`src/rtl/fp16_pkg.sv`:
```
// fp16_pkg: shared FP16 format constants and types for the adder datapath
// (operand alignment and post-add normalization).
//   EXP_W/FRAC_W/EXP_BIAS/EXP_MAX : FP16 field geometry.
//   fp16_t                        : packed {sign, exp, frac} word.
//   norm_cls_e                    : special-case class decided before the shifter.
//   fp16_inf()/FP16_POS_ZERO      : canonical infinity and +0 encodings.
package fp16_pkg;

  localparam int EXP_W    = 5;
  localparam int FRAC_W   = 10;
  localparam int EXP_BIAS = 15;
  localparam int EXP_MAX  = 31;
  localparam int FP16_W   = 1 + EXP_W + FRAC_W;

  // Mantissa with hidden bit, raw sum with carry bit, and guard/round/sticky.
  localparam int MANT_W   = FRAC_W + 1;
  localparam int SUM_W    = MANT_W + 1;
  localparam int GRS_W    = 3;
  localparam int NORM_W   = MANT_W + GRS_W;
  localparam int MANT_RW  = MANT_W + 1;
  // Adjusted exponent spans -11..32, so 7-bit signed never wraps.
  localparam int XEXP_W   = 7;
  localparam int LZC_W    = $clog2(MANT_W + 1);

  typedef struct packed {
    logic              sign;
    logic [EXP_W-1:0]  exp;
    logic [FRAC_W-1:0] frac;
  } fp16_t;

  typedef enum logic [2:0] {
    CLS_NORM,
    CLS_INF,
    CLS_ZERO,
    CLS_OVF,
    CLS_UF
  } norm_cls_e;

  localparam fp16_t FP16_POS_ZERO = '0;

  function automatic fp16_t fp16_inf(input logic sign);
    fp16_t f;
    f.sign = sign;
    f.exp  = '1;
    f.frac = '0;
    return f;
  endfunction

endpackage

```
`src/rtl/lzc_nbit.sv`:
```
// lzc_nbit: combinational leading-zero counter.
//   din   : N-bit input vector, MSB first.
//   count : number of zeros above the highest set bit; N when din is all zero.
module lzc_nbit #(
  parameter int N = 11,
  localparam int CNT_W = $clog2(N + 1)
) (
  input  logic [N-1:0]     din,
  output logic [CNT_W-1:0] count
);

  always_comb begin
    count = CNT_W'(N);
    // Scanning upward lets the highest set bit make the final assignment.
    for (int i = 0; i < N; i++) begin
      if (din[i]) count = CNT_W'(N - 1 - i);
    end
  end

endmodule

```
`src/rtl/fp16_normalize.sv`:
```
// fp16_normalize: post-add normalization and packing for the FP16 adder.
// Takes the raw mantissa sum (carry, hidden, fraction) plus guard/round/sticky,
// renormalizes it, adjusts the exponent and packs an FP16 word with
// overflow / flush-to-zero underflow / exact-zero flags.
// Two-stage valid/ready pipeline, one result per cycle, latency 2.
//   clk, rst                     : clock, synchronous active-high reset.
//   in_valid/in_ready            : input handshake.
//   in_sign, in_exp, in_sum, in_grs : sign, larger-operand exponent, raw sum, GRS.
//   out_valid/out_ready          : output handshake.
//   out_result                   : packed {sign, exp, frac}.
//   out_ovf, out_uf, out_zero    : overflow, flushed underflow, exact zero.
// Build option: define FP16_NORM_ROUND_EN for round-to-nearest-even;
// otherwise the post-shift guard/round/sticky bits are truncated.
module fp16_normalize
  import fp16_pkg::*;
(
  input  logic              clk,
  input  logic              rst,
  input  logic              in_valid,
  output logic              in_ready,
  input  logic              in_sign,
  input  logic [EXP_W-1:0]  in_exp,
  input  logic [SUM_W-1:0]  in_sum,
  input  logic [GRS_W-1:0]  in_grs,
  output logic              out_valid,
  input  logic              out_ready,
  output logic [FP16_W-1:0] out_result,
  output logic              out_ovf,
  output logic              out_uf,
  output logic              out_zero
);

  localparam logic signed [XEXP_W-1:0] EXP_MAX_X  = XEXP_W'(EXP_MAX);
  localparam logic signed [XEXP_W-1:0] EXP_ZERO_X = '0;

  // Mantissa rounding on the normalized {mant, g, r, s} vector. The result has
  // one extra MSB that catches a round carry out of an all-ones mantissa.
  function automatic logic [MANT_RW-1:0] round_mant(input logic [NORM_W-1:0] norm);
`ifdef FP16_NORM_ROUND_EN
    logic inc;
    inc = norm[GRS_W-1] & (norm[GRS_W-2] | norm[GRS_W-3] | norm[GRS_W]);
    return {1'b0, MANT_W'(norm >> GRS_W)} + MANT_RW'(inc);
`else
    return {1'b0, MANT_W'(norm >> GRS_W)};
`endif
  endfunction

  logic vld_p1, vld_p2;
  logic ld_p1, ld_p2;

  assign ld_p2     = !vld_p2 || out_ready;
  assign ld_p1     = !vld_p1 || ld_p2;
  assign in_ready  = ld_p1;
  assign out_valid = vld_p2;

  // ---- Stage 0 -> 1: leading-zero count, exponent adjust, classification ----
  logic [LZC_W-1:0]          lzc_p0;
  logic signed [XEXP_W-1:0]  exp_adj_p0;
  norm_cls_e                 cls_p0;

  lzc_nbit #(.N(MANT_W)) u_lzc (
    .din   (in_sum[MANT_W-1:0]),
    .count (lzc_p0)
  );

  always_comb begin
    if (in_sum[SUM_W-1]) exp_adj_p0 = XEXP_W'(in_exp) + XEXP_W'(1);
    else                 exp_adj_p0 = XEXP_W'(in_exp) - XEXP_W'(lzc_p0);

    if (in_exp == EXP_W'(EXP_MAX))          cls_p0 = CLS_INF;
    else if (in_sum == '0 && in_grs == '0)  cls_p0 = CLS_ZERO;
    else if (exp_adj_p0 >= EXP_MAX_X)       cls_p0 = CLS_OVF;
    else if (exp_adj_p0 <= EXP_ZERO_X)      cls_p0 = CLS_UF;
    else                                    cls_p0 = CLS_NORM;
  end

  logic                      sign_p1;
  logic signed [XEXP_W-1:0]  exp_adj_p1;
  logic                      carry_p1;
  logic [LZC_W-1:0]          lzc_p1;
  logic [SUM_W-1:0]          sum_p1;
  logic [GRS_W-1:0]          grs_p1;
  norm_cls_e                 cls_p1;

  always_ff @(posedge clk) begin
    if (rst)        vld_p1 <= 1'b0;
    else if (ld_p1) vld_p1 <= in_valid;
  end

  always_ff @(posedge clk) begin
    if (ld_p1 && in_valid) begin
      sign_p1    <= in_sign;
      exp_adj_p1 <= exp_adj_p0;
      carry_p1   <= in_sum[SUM_W-1];
      lzc_p1     <= lzc_p0;
      sum_p1     <= in_sum;
      grs_p1     <= in_grs;
      cls_p1     <= cls_p0;
    end
  end

  // ---- Stage 1 -> 2: shift, round, pack, flags ----
  logic [NORM_W-1:0]         norm;
  logic [MANT_RW-1:0]        mant_rnd;
  logic signed [XEXP_W-1:0]  exp_rnd;
  logic [FRAC_W-1:0]         frac;
  fp16_t                     res;
  logic                      ovf, uf, zero;

  always_comb begin
    // Carry: the bit shifted out becomes guard, old guard becomes round and
    // old round/sticky collapse into sticky.
    if (carry_p1) norm = {sum_p1[SUM_W-1:1], sum_p1[0], grs_p1[GRS_W-1], |grs_p1[GRS_W-2:0]};
    else          norm = {sum_p1[MANT_W-1:0], grs_p1} << lzc_p1;

    mant_rnd = round_mant(norm);
    exp_rnd  = exp_adj_p1 + XEXP_W'(mant_rnd[MANT_W]);
    frac     = mant_rnd[MANT_W] ? mant_rnd[FRAC_W:1] : mant_rnd[FRAC_W-1:0];

    res  = FP16_POS_ZERO;
    ovf  = 1'b0;
    uf   = 1'b0;
    zero = 1'b0;
    case (cls_p1)
      CLS_INF:  res = fp16_inf(sign_p1);
      CLS_ZERO: zero = 1'b1;
      CLS_OVF: begin
        res = fp16_inf(sign_p1);
        ovf = 1'b1;
      end
      CLS_UF:   uf = 1'b1;
      default: begin
        // A round carry can still push a normal result into infinity.
        if (exp_rnd >= EXP_MAX_X) begin
          res = fp16_inf(sign_p1);
          ovf = 1'b1;
        end else begin
          res.sign = sign_p1;
          res.exp  = exp_rnd[EXP_W-1:0];
          res.frac = frac;
        end
      end
    endcase
  end

  always_ff @(posedge clk) begin
    if (rst) begin
      vld_p2     <= 1'b0;
      out_result <= '0;
      out_ovf    <= 1'b0;
      out_uf     <= 1'b0;
      out_zero   <= 1'b0;
    end else if (ld_p2) begin
      vld_p2 <= vld_p1;
      if (vld_p1) begin
        out_result <= res;
        out_ovf    <= ovf;
        out_uf     <= uf;
        out_zero   <= zero;
      end
    end
  end

endmodule

```
`config.mk`:
```
export PLATFORM = sky130hd
export DESIGN_NAME = fp16_normalize
export DESIGN_NICKNAME = d
export VERILOG_FILES = /design/src/rtl/fp16_pkg.sv /design/src/rtl/lzc_nbit.sv /design/src/rtl/fp16_normalize.sv
export SDC_FILE = /design/constraint.sdc
export NUM_CORES = 1
export LEC_CHECK = 0
export ABC_AREA = 1
export ABC_CLOCK_PERIOD_IN_PS = 2600
export BUFFER_PORTS_ARGS = -buffer_cell sky130_fd_sc_hd__buf_2
export CORE_ASPECT_RATIO = 0.75
export CORE_MARGIN = 2
export CORE_UTILIZATION = 46
export CTS_CLUSTER_DIAMETER = 200
export DETAILED_ROUTE_END_ITERATION = 10
export PLACE_DENSITY = 0.77
export SLEW_MARGIN = 15
export SYNTH_ARGS = -nofsm -noshare
export SYNTH_HDL_FRONTEND = slang
export SYNTH_SLANG_ARGS = --single-unit
export TNS_END_PERCENT = 100
```
`constraint.sdc`:
```
create_clock -name clk -period 2.6 [get_ports clk]
set_input_delay 0.52 -clock clk [delete_from_list [all_inputs] [get_ports clk]]
set_output_delay 0.52 -clock clk [all_outputs]
set_load 0.05 [all_outputs]
```
# After elaboration in Yosys (flattened, before gate mapping)

Index checks and enable logic that the tools add are counted.

Add/subtract/negate cells: 2
Magnitude comparators: 3
Equality and inequality tests: 5
Shift-type cells: 1
Multiplexer cells: 22
Reductions and logical operators: 14

Operator list:

| operator                                                              | count |
|---|---|
| 4-bit 2-to-1 mux                                                      | 8 |
| 16-bit case mux with 2 select lines                                   | 1 |
| 15-bit 2-to-1 mux                                                     | 1 |
| 7-bit by 6-bit >= comparator with 1-bit output, second input constant | 2 |
| 14-bit by 4-bit left shift with 13-bit output                         | 1 |
| 13-bit 2-to-1 mux                                                     | 1 |
| 12-bit zero test                                                      | 1 |
| 2-bit 2-to-1 mux                                                      | 4 |
| 7-bit by 1-bit <= comparator with 1-bit output, second input constant | 1 |
| 7-bit 2-to-1 mux                                                      | 1 |
| 5-bit by 1-bit adder with 6-bit output, second input constant         | 1 |
| 3-bit by 2-bit == test with 1-bit output, second input constant       | 2 |
| 2-bit OR reduction                                                    | 3 |
| 3-bit OR reduction                                                    | 2 |
| 5-bit by 4-bit subtractor with 6-bit output                           | 1 |
| 5-bit == test, second input constant                                  | 1 |
| 1-bit 2-to-1 mux                                                      | 4 |
| 3-bit by 1-bit == test with 1-bit output, second input constant       | 1 |
| 3-bit == test, second input constant                                  | 1 |
| 3-bit zero test                                                       | 1 |
| 3-bit 2-to-1 mux                                                      | 1 |
| 1-bit logical AND                                                     | 2 |
| 1-bit zero test                                                       | 2 |
| 1-bit logical OR                                                      | 2 |
| 2 further kinds                                                       | 2 |

Register bits after elaboration: 51
Input port bits: 25
Output and inout bits: 21
Word-level logic and storage cells: 61

# Logic depth before layout (Yosys ltp)

Gate-level depths: netlist of run 1.

Depth after elaboration: 17
Depth in mapped cells: 20

# By module

A second synthesis of run 1 with hierarchy kept.

Cell total of the unflattened synthesis: 399
Area total of the unflattened synthesis: 2955.3 um^2

Modules (own cells, without submodules):

| module         | times used | cells an instance | area each (um^2) | sequential area each (um^2) |
|---|---|---|---|---|
| fp16_normalize | 1          | 371               | 2821.5           | 1321.3 |
| lzc_nbit       | 1          | 28                | 133.9            | 0.0 |

# Least setup slack after synthesis of run 1

Ideal clock, no wire load.

Kind: input to register
Start: in in_sum[1]
End: reg cls_p1[1] (data pin)
Data arrival time: 2.308 ns
Slack: 0.043 ns
Stages: 16
Path buffers: 0
Cells stage by stage: or2_2 a211oi_1 nor2_1 a21oi_1 nand2_1 fa_1 nand3_1 nand2_1 nand2_1 nand2_1 nand2_1 nand2_1 nand3_2 nand3_2 nand2_1 inv_1

Word-level cells in the longest chain between the ends: 15
Elaborated cells between the ends (all ways): 17
Those cells by class: add/sub: 1; order compare: 1; mux: 13; reduce/logical: 2

RTL lines:

| what                                           | RTL line             | text |
|---|---|---|
| start: declaration                             | fp16_normalize.sv:23 | `input logic [SUM_W-1:0] in_sum,` |
| 2-bit 2-to-1 mux (2 in series)                 | lzc_nbit.sv:16       | `if (din[i]) count = CNT_W'(N - 1 - i);` |
| 4-bit 2-to-1 mux (8 in series)                 | lzc_nbit.sv:16       |  |
| 5-bit by 4-bit subtractor with 6-bit output    | fp16_normalize.sv:68 | `else exp_adj_p0 = XEXP_W'(in_exp) - XEXP_W'(lzc_p0);` |
| 7-bit 2-to-1 mux                               | fp16_normalize.sv:67 | `if (in_sum[SUM_W-1]) exp_adj_p0 = XEXP_W'(in_exp) + XEXP_W'(1);` |
| named net exp_adj_p0[4]                        | fp16_normalize.sv:58 | `logic signed [XEXP_W-1:0] exp_adj_p0;` |
| 7-bit by 6-bit >= comparator with 1-bit output | fp16_normalize.sv:72 | `else if (exp_adj_p0 >= EXP_MAX_X) cls_p0 = CLS_OVF;` |
| 2-bit 2-to-1 mux                               | fp16_normalize.sv:72 |  |
| 2-bit 2-to-1 mux                               | fp16_normalize.sv:71 | `else if (in_sum == '0 && in_grs == '0) cls_p0 = CLS_ZERO;` |
| end signal: assignment                         | fp16_normalize.sv:98 | `cls_p1 <= cls_p0;` |
| end: declaration                               | fp16_normalize.sv:83 | `norm_cls_e cls_p1;` |

The timed path passes the listed nets, and every way through them passes these cells.
A chain may end at the register's enable or synchronous reset.

# Worst setup path after layout of run 1

Start: in in_sum[2]
End: reg cls_p1[2] (data pin)

Word-level cells in the longest chain between the ends: 13
Elaborated cells between the ends (all ways): 17
Those cells by class: add/sub: 1; order compare: 2; mux: 11; reduce/logical: 3

RTL lines:

| what                                                                                                             | RTL line                                   | text |
|---|---|---|
| 2-bit 2-to-1 mux *                                                                                               | lzc_nbit.sv:16                             |  |
| 4-bit 2-to-1 mux * (8 in series)                                                                                 | lzc_nbit.sv:16                             |  |
| named net lzc_p0[0]                                                                                              | fp16_normalize.sv:57                       | `logic [LZC_W-1:0] lzc_p0;` |
| 5-bit by 4-bit subtractor with 6-bit output *                                                                    | fp16_normalize.sv:68                       |  |
| 7-bit 2-to-1 mux *                                                                                               | fp16_normalize.sv:67                       |  |
| named net exp_adj_p0[1]                                                                                          | fp16_normalize.sv:58                       |  |
| 7-bit by 6-bit >= comparator with 1-bit output or 7-bit by 1-bit <= comparator with 1-bit output (tied branches) | fp16_normalize.sv:72, fp16_normalize.sv:73 |  |
| 3-bit OR reduction (no source line) or 3-bit 2-to-1 mux (tied branches)                                          | -                                          |  |

The timed path passes the listed nets; every way through them passes the cells marked *.

==> flow_summary.json, run 1 <==
{
  "min_period_ns": 2.554,
  "rsz0062_at_grt": "yes",
  "synth_top_area_share": 0.3013,
  "skew_ns": 0.01037,
  "netlist_top_cells_area": "edfxtp_1 30%, nand2_1 15%, dfxtp_1 14%",
  "wl_per_cell_um": 12.98,
  "grt_start_max_net_pins": 31,
  "slowest_stage": "fa_2",
  "holdBufCountCts": 0,
  "yosysTopAreaCell": "edfxtp_1",
  "start_util": 0.4756,
  "finalNetCount": 476,
  "worst_pin_slew_ns": 0.5272,
  "die_h_um": 73.83,
  "fin_cells": 526,
  "worst-path-buf-inv": 2,
  "cts_inserted_buffers": 5,
  "maxCapViolCount": 0,
  "placed_area_um2": 3302,
  "core-area_um2": 6287,
  "most-common-layout-cells": "108 x nand2_1, 44 x buf_2, 43 x nand3_1",
  "layout_commonest_cell": "nand2_1",
  "place_congestion": 0.9044,
  "htreeDepth": 2,
  "hold_violations": 0,
  "synth_fp_nets": 419,
  "hp-class": "in -> reg",
  "cts_buffer_depth": 2,
  "num_antenna_cells": 0,
  "fillCellCount": 613,
  "synthAdderAreaFrac": 0.03180,
  "synth_top_family_by_area": "simple AND/OR/NAND/NOR gates",
  "fp.dieArea_um2": 7168,
  "ys_seq_elements": 51,
  "grt_pass1_wl_mm": 11.06,
  "cts_root_buf": "clkbuf_8",
  "viasPerCell": 5.194,
  "synthesis.area_um2": 2990,
  "finalSetupTns_ns": 0,
  "drtIter0Drc": 137,
  "vias": 2732,
  "syn2layout_area_growth_pct": 15.90,
  "crit_fanout": 3,
  "io_buffers": 45,
  "die_w_um": 97.10,
  "grt_overflow": 0,
  "path_delay_family": "adder cells",
  "critical_path.cell_chain": "buf_6 > o21bai_1 > a21oi_1 > o21ai_1 > nand2_1 > nand2_1 > a21oi_2 > ha_2 > inv_2 > fa_2 > nand2_1 > nand2_2 > nand3_2 > nor2_2 > nand3_2 > nand3_2 > nor2_2",
  "dp_hpwl_mm": 5.106,
  "finalPower_mw": 1.798,
  "pwr_density_cell_nw_per_um2": 518.7,
  "route.detailed.drc": 0,
  "ys_seq_area_frac": 0.4418,
  "final-max-slew-violation-count": 0,
  "slew_headroom": 0.6485,
  "synth_cell_types": 30,
  "antenna_found_initial": 0,
  "status": "finished clean",
  "detail_route.wirelength_mm": 6.828,
  "placed_cells": 516,
  "peakVddDrop_uv": 275.4,
  "io_pins": 46,
  "syn_area_per_cell_um2": 7.727,
  "synthXorXnorAreaFrac": 0,
  "drive_gt1_frac": 0.2674,
  "worstPathArrival_ns": 2.62,
  "cts.sinks": 51,
  "yosys.area_share.simple": 0.3305,
  "power_leakage_nw": 1.655,
  "fmax_ghz": 0.3916,
  "grt_pass1_vias": 2413,
  "cts_tree": "built",
  "period_share": 0.9822,
  "r2r_setup_slack_ns": 0.87,
  "grt_util_all_layers": 0.1909,
  "cp.required_ns": 2.66,
  "rows": 25,
  "synth_compound_area_frac": 0.1021,
  "setup_viol": 0,
  "path_class": "in -> reg",
  "yosys-mux-area-fraction": 0,
  "critPathCaptureType": "flip-flop",
  "synth-warning-count": 0,
  "final_area_um2": 3466,
  "synthCells": 387,
  "ant_nets": 0,
  "fin_hold_ws_ns": 0.3979,
  "first_pass_iters": 5,
  "cp-start-kind": "primary input",
  "clk_pin_slew_ns": 0.09,
  "worstSkewPairLatency_ns": 0.30,
  "critPathMaxStageDelay_ns": 0.52
}
[layer usage]
layer	global-route usage	part of all wire	up-vias
li1	-	-	1389
met1	0.2640	0.48	1251
met2	0.3086	0.45	84
met3	0.03330	0.063	8
met4	0.06260	0.011	0
met5	0	0	-
[where the power goes]
part	leakage (nW)	switching [mW]	internal, mW
Clock	0.0428	0.255	0.189
Combinational	1.14	0.269	0.136
Sequential	0.469	0.0393	0.909
Total	1.65	0.564	1.23
[through the flow]
stage / worst slack (ns) / utilization
2_1_floorplan: 0.04323 / -
3_3_place_gp: -0.1926 / 0.5252
6_report: 0.04634 / 0.5512
5_1_grt: -0.07307 / 0.5512
4_1_cts: 0.02526 / 0.5387
3_5_place_dp: -0.2930 / 0.5252
[cell type report]
| cell class | count | area, um^2 | area share |
|---|---|---|---|
| clock buffer | 6 | 72.57 | 0.02094 |
| clock inverter | 2 | 12.51 | 0.003610 |
| inverter | 42 | 160.2 | 0.04621 |
| multi-input combinational | 283 | 1446 | 0.4173 |
| sequential | 51 | 1321 | 0.3812 |
| tap | 81 | 101.3 | 0.02924 |
| timing repair buffer | 61 | 351.6 | 0.1014 |
[registers in the layout, indices dropped and copies added (netlist names)]
register    flops
out_zero        1
sum_p1         11
lzc_p1          4
exp_adj_p1      7
out_valid       1
vld_p1          1
out_uf          1
out_ovf         1
grs_p1          3
cls_p1          3
carry_p1        1
out_result     16
sign_p1         1
[cell families (layout without fill, tap and decap cells)]
| group | count (synthesis) | after routing |
|---|---|---|
| compound gates | 51 | 51 |
| fa+ha+maj | 7 | 7 |
| simple gates | 225 | 225 |
| flops | 51 | 51 |
| buf+inv | 53 | 111 |
[repair_timing]
action | 4_1_cts | 5_1_grt
setup endpoints to repair | 0 | 3
resized for setup | 0 | 22
buffers inserted | 0 | 2
[cells in the mapped netlist]
| cell type | n |
|---|---|
| buf_4 | 1 |
| nand3_2 | 7 |
| nand2_1 | 120 |
| a21oi_2 | 6 |
| o21ai_1 | 4 |
| clkbuf_4 | 1 |
| nand2_2 | 8 |
| o21bai_1 | 1 |
| a32oi_1 | 1 |
| clkbuf_8 | 4 |
| a211oi_1 | 2 |
| fa_1 | 1 |
| o21ai_0 | 12 |
| ha_1 | 6 |
| buf_6 | 4 |
| nor2_2 | 3 |
| a21oi_1 | 17 |
| inv_4 | 1 |
| or2_2 | 2 |
| clkbuf_2 | 1 |
| inv_1 | 37 |
| o22ai_2 | 1 |
| inv_2 | 4 |
| a31oi_1 | 7 |
| nand4_1 | 2 |
| nor3_1 | 4 |
| edfxtp_1 | 30 |
| dfxtp_1 | 21 |
| nand3_1 | 46 |
| nor2_1 | 33 |
[worst paths after layout]
| kind | startpoint | endpoint | cells after the start |
|---|---|---|---|
| worst max-delay path | in_sum[2] | cls_p1[2] | 17 |
| worst min-delay path | in_sign | sign_p1 | 1 |
| worst max register to register | lzc_p1[0] | out_result[6] | 9 |
| worst min register to register | out_result[2] | out_result[2] | 2 |
Power figures use the tool's default switching activity.
==> run 2: changes to the inputs <==
--- a/config.mk
+++ b/config.mk
@@ -5,15 +5,16 @@
 export SDC_FILE = /design/constraint.sdc
 export NUM_CORES = 1
 export LEC_CHECK = 0
-export ABC_AREA = 1
-export ABC_CLOCK_PERIOD_IN_PS = 2600
+export ABC_AREA = 0
+export ABC_CLOCK_PERIOD_IN_PS = 3000
 export BUFFER_PORTS_ARGS = -buffer_cell sky130_fd_sc_hd__buf_2
 export CORE_ASPECT_RATIO = 0.75
 export CORE_MARGIN = 2
 export CORE_UTILIZATION = 46
 export CTS_CLUSTER_DIAMETER = 200
 export DETAILED_ROUTE_END_ITERATION = 10
-export PLACE_DENSITY = 0.77
+export GPL_TIMING_DRIVEN = 0
+export PLACE_DENSITY = 0.75
 export SLEW_MARGIN = 15
 export SYNTH_ARGS = -nofsm -noshare
 export SYNTH_HDL_FRONTEND = slang
==> constraint.sdc (replaced) <==
create_clock -name clk -period 3 [get_ports clk]
set_input_delay 0.6 -clock clk [delete_from_list [all_inputs] [get_ports clk]]
set_output_delay 0.6 -clock clk [all_outputs]
set_load 0.05 [all_outputs]
==> run 2 against run 1 <==
  * The run now ends with negative setup slack left
  * Combinational power decreased by 19%
  * Hold slack gained 0.056 ns
  * Via count down 19%
  * Sequential share of layout area is 1.5 points higher
  * Sequential cell count stayed put
  * Critical endpoint unchanged
  * Largest cell class unchanged
  * Total power down 13%
==> flow_summary.json, run 2 <==
{
  "regArea_um2": 1321,
  "finalSetupTns_ns": -0.005573,
  "cts_inserted_buffers": 5,
  "multi_input_area_um2": 1444,
  "holdBufCountCts": 0,
  "setup_viol": 1,
  "yosysTopAreaCell": "edfxtp_1",
  "start_util": 0.4803,
  "layout_commonest_cell": "buf_2",
  "maxCapViolCount": 0,
  "cp.required_ns": 3.06,
  "critical_path.cell_chain": "buf_8 > inv_4 > a21oi_2 > nor2_1 > nor2_1 > o21bai_1 > a221oi_2 > ha_2 > inv_2 > fa_2 > a21o_1 > a21oi_2 > xor2_1 > mux2i_2 > o31ai_2 > nor4b_2",
  "synthesis.area_um2": 2813,
  "rows": 24,
  "hp-class": "reg -> reg",
  "route.detailed.drc": 0,
  "wl_per_cell_um": 14.74,
  "r2r-start": "lzc_p1[1]",
  "synth_edf_count": 30,
  "pwr_density_cell_nw_per_um2": 468.7,
  "path_class": "in -> reg",
  "most-common-layout-cells": "49 x buf_2, 30 x edfxtp_1, 29 x nor2_1",
  "ys_seq_area_frac": 0.4698,
  "worst_pin_slew_ns": 0.6678,
  "cts_tree": "built",
  "top_register": "out_result",
  "grt_start_max_net_pins": 31,
  "cts_root_buf": "clkbuf_8",
  "r2r_setup_slack_ns": 1.11,
  "synth_most_common_cell": "edfxtp_1",
  "synthFlopType": "edfxtp_1",
  "netlist_top_cells_area": "edfxtp_1 32%, dfxtp_1 15%, mux4_2 4.8%",
  "path_delay_family": "compound AO/OA/AOI/OAI gates",
  "violations": "negative setup slack",
  "fmax_ghz": 0.3327,
  "die_h_um": 71.72,
  "place_congestion": 0.9485,
  "viasPerCell": 5.536,
  "slowest_stage": "fa_2",
  "clk_pin_slew_ns": 0.09,
  "worst-path-buf-inv": 3,
  "reg_top3": "out_result: 16 flops, sum_p1: 11 flops, exp_adj_p1: 7 flops",
  "vias": 2220,
  "slew_headroom": 0.5548,
  "worstSkewPairLatency_ns": 0.32,
  "ys_top_cells_by_count": "30 x edfxtp_1, 29 x nor2_1, 25 x nand2_1, 21 x dfxtp_1, 14 x a21oi_1",
  "critPathMaxStageDelay_ns": 0.34,
  "num_antenna_cells": 0,
  "die_w_um": 94.29,
  "core-area_um2": 5856,
  "hold_path_startpoint": "out_result[3]",
  "fp.dieArea_um2": 6762,
  "grt_overflow": 0,
  "grt_pass1_wl_mm": 9.680,
  "final_area_um2": 3333,
  "cts.sinks": 51,
  "crit_fanout": 4,
  "critPathCaptureType": "flip-flop",
  "largest_register_ff_count": 16,
  "cts_buffer_depth": 2,
  "io_buffers": 45,
  "fillCellCount": 515,
  "hold_violations": 0,
  "ys_seq_elements": 51,
  "detail_route.wirelength_mm": 5.909,
  "peakVddDrop_uv": 220.9,
  "power_leakage_nw": 1.362,
  "syn2layout_area_growth_pct": 18.51,
  "htreeDepth": 2,
  "ant_nets": 0,
  "status": "complete, but fails checks",
  "whs_endpoint": "out_result[3]",
  "synth_top_area_share": 0.3203,
  "grt_pass1_vias": 1954,
  "reg2reg_to": "out_result[6]",
  "finalNetCount": 354,
  "placed_area_um2": 3164,
  "dp_hpwl_mm": 4.494,
  "worstPathArrival_ns": 3.06,
  "placed_cells": 391,
  "period_share": 1.002,
  "grt_util_all_layers": 0.1844,
  "drtIter0Drc": 165,
  "cp-start-kind": "primary input",
  "synth-warning-count": 0,
  "synthCells": 268,
  "reg2reg_depth": 5,
  "dp_slack_ns": -0.4136,
  "synth_fp_nets": 300,
  "finalPower_mw": 1.562,
  "fin_cells": 401,
  "io_pins": 46,
  "syn_area_per_cell_um2": 10.50,
  "drive_gt1_frac": 0.2817,
  "setup_slack_ns": -0.005573,
  "async_reset_ff_frac": 0,
  "first_pass_iters": 4,
  "synth_cell_types": 54,
  "skew_ns": 0.01456,
  "fin_hold_ws_ns": 0.4539,
  "min_period_ns": 3.006,
  "min_path_cells": 2,
  "antenna_found_initial": 0,
  "final-max-slew-violation-count": 0,
  "rsz0062_at_grt": "yes",
  "fin_util": 0.5692
}
## run 2: cell count changes after synthesis, moves of 5 or more
cell	change
nand2_2	-8
mux2i_1	+12
nand3_1	-42
nand2_1	-95
inv_1	-25
xor2_1	+5
nand3_2	-7
nand2b_1	+7
a211oi_1	+7
buf_2	+6
a21oi_2	-6
mux4_2	+6
## run 2: cell families after synthesis
kind of cell | count (synthesis) | share of synthesized area
compound gates | 63 | 0.1535
fa+ha+maj | 7 | 0.03381
simple gates | 96 | 0.1771
flops | 51 | 0.4697
xor+xnor | 7 | 0.02180
mux | 20 | 0.1041
buf+inv | 24 | 0.04003
## run 2: final cells by class
type                       count  share of cell area
tap                           78             0.02928
multi-input combinational    193              0.4332
buffer                        12             0.02027
inverter                      12             0.01426
timing repair buffer          47             0.07808
clock buffer                   5             0.02065
clock inverter                 3            0.007883
sequential                    51              0.3964
## run 2: worst min-delay path, delay by kind of cell, from the launching register on
| family | cells | cell delay, ns |
|---|---|---|
| AO/OA/AOI/OAI | 1 | 0.05 |
| flip-flops | 1 | 0.32 |
| AND/OR/NAND/NOR | 1 | 0.05 |
## run 2: worst max-delay path by stage
| stage | cells after the start | from | end | slack [ns] |
|---|---|---|---|---|
| 3_3_place_gp | 16 | in_sum[1] | cls_p1[1] | -0.41 |
| 3_5_place_dp | 16 | in_sum[1] | cls_p1[2] | -0.41 |
| 4_1_cts | 16 | in_sum[1] | cls_p1[1] | 0.007 |
| 2_1_floorplan | 15 | in_sum[1] | cls_p1[1] | -0.009 |
| 6_report | 16 | in_sum[1] | cls_p1[2] | -0.006 |
| 5_1_grt | 16 | in_sum[1] | cls_p1[2] | -0.18 |
## run 2: timing repair
action,4_1_cts,5_1_grt
endpoints found under the setup margin,3,3
gates resized for setup,7,10
pin swaps,14,16
buffers inserted,1,1
## run 2: layer usage
metal | share of wire | track usage | routed length [um]
met1 | 0.49 | 0.2863 | 2923
met2 | 0.43 | 0.2516 | 2515
met5 | 0 | 0 | 0
met4 | 0.010 | 0.06763 | 61
met3 | 0.069 | 0.03996 | 410
## run 2: power breakdown
part	total (mW)	switching, mW	internal (mW)	leakage (nW)
clock network	0.417	0.245	0.172	0.0491
logic	0.329	0.197	0.132	0.846
registers	0.817	0.0299	0.787	0.467
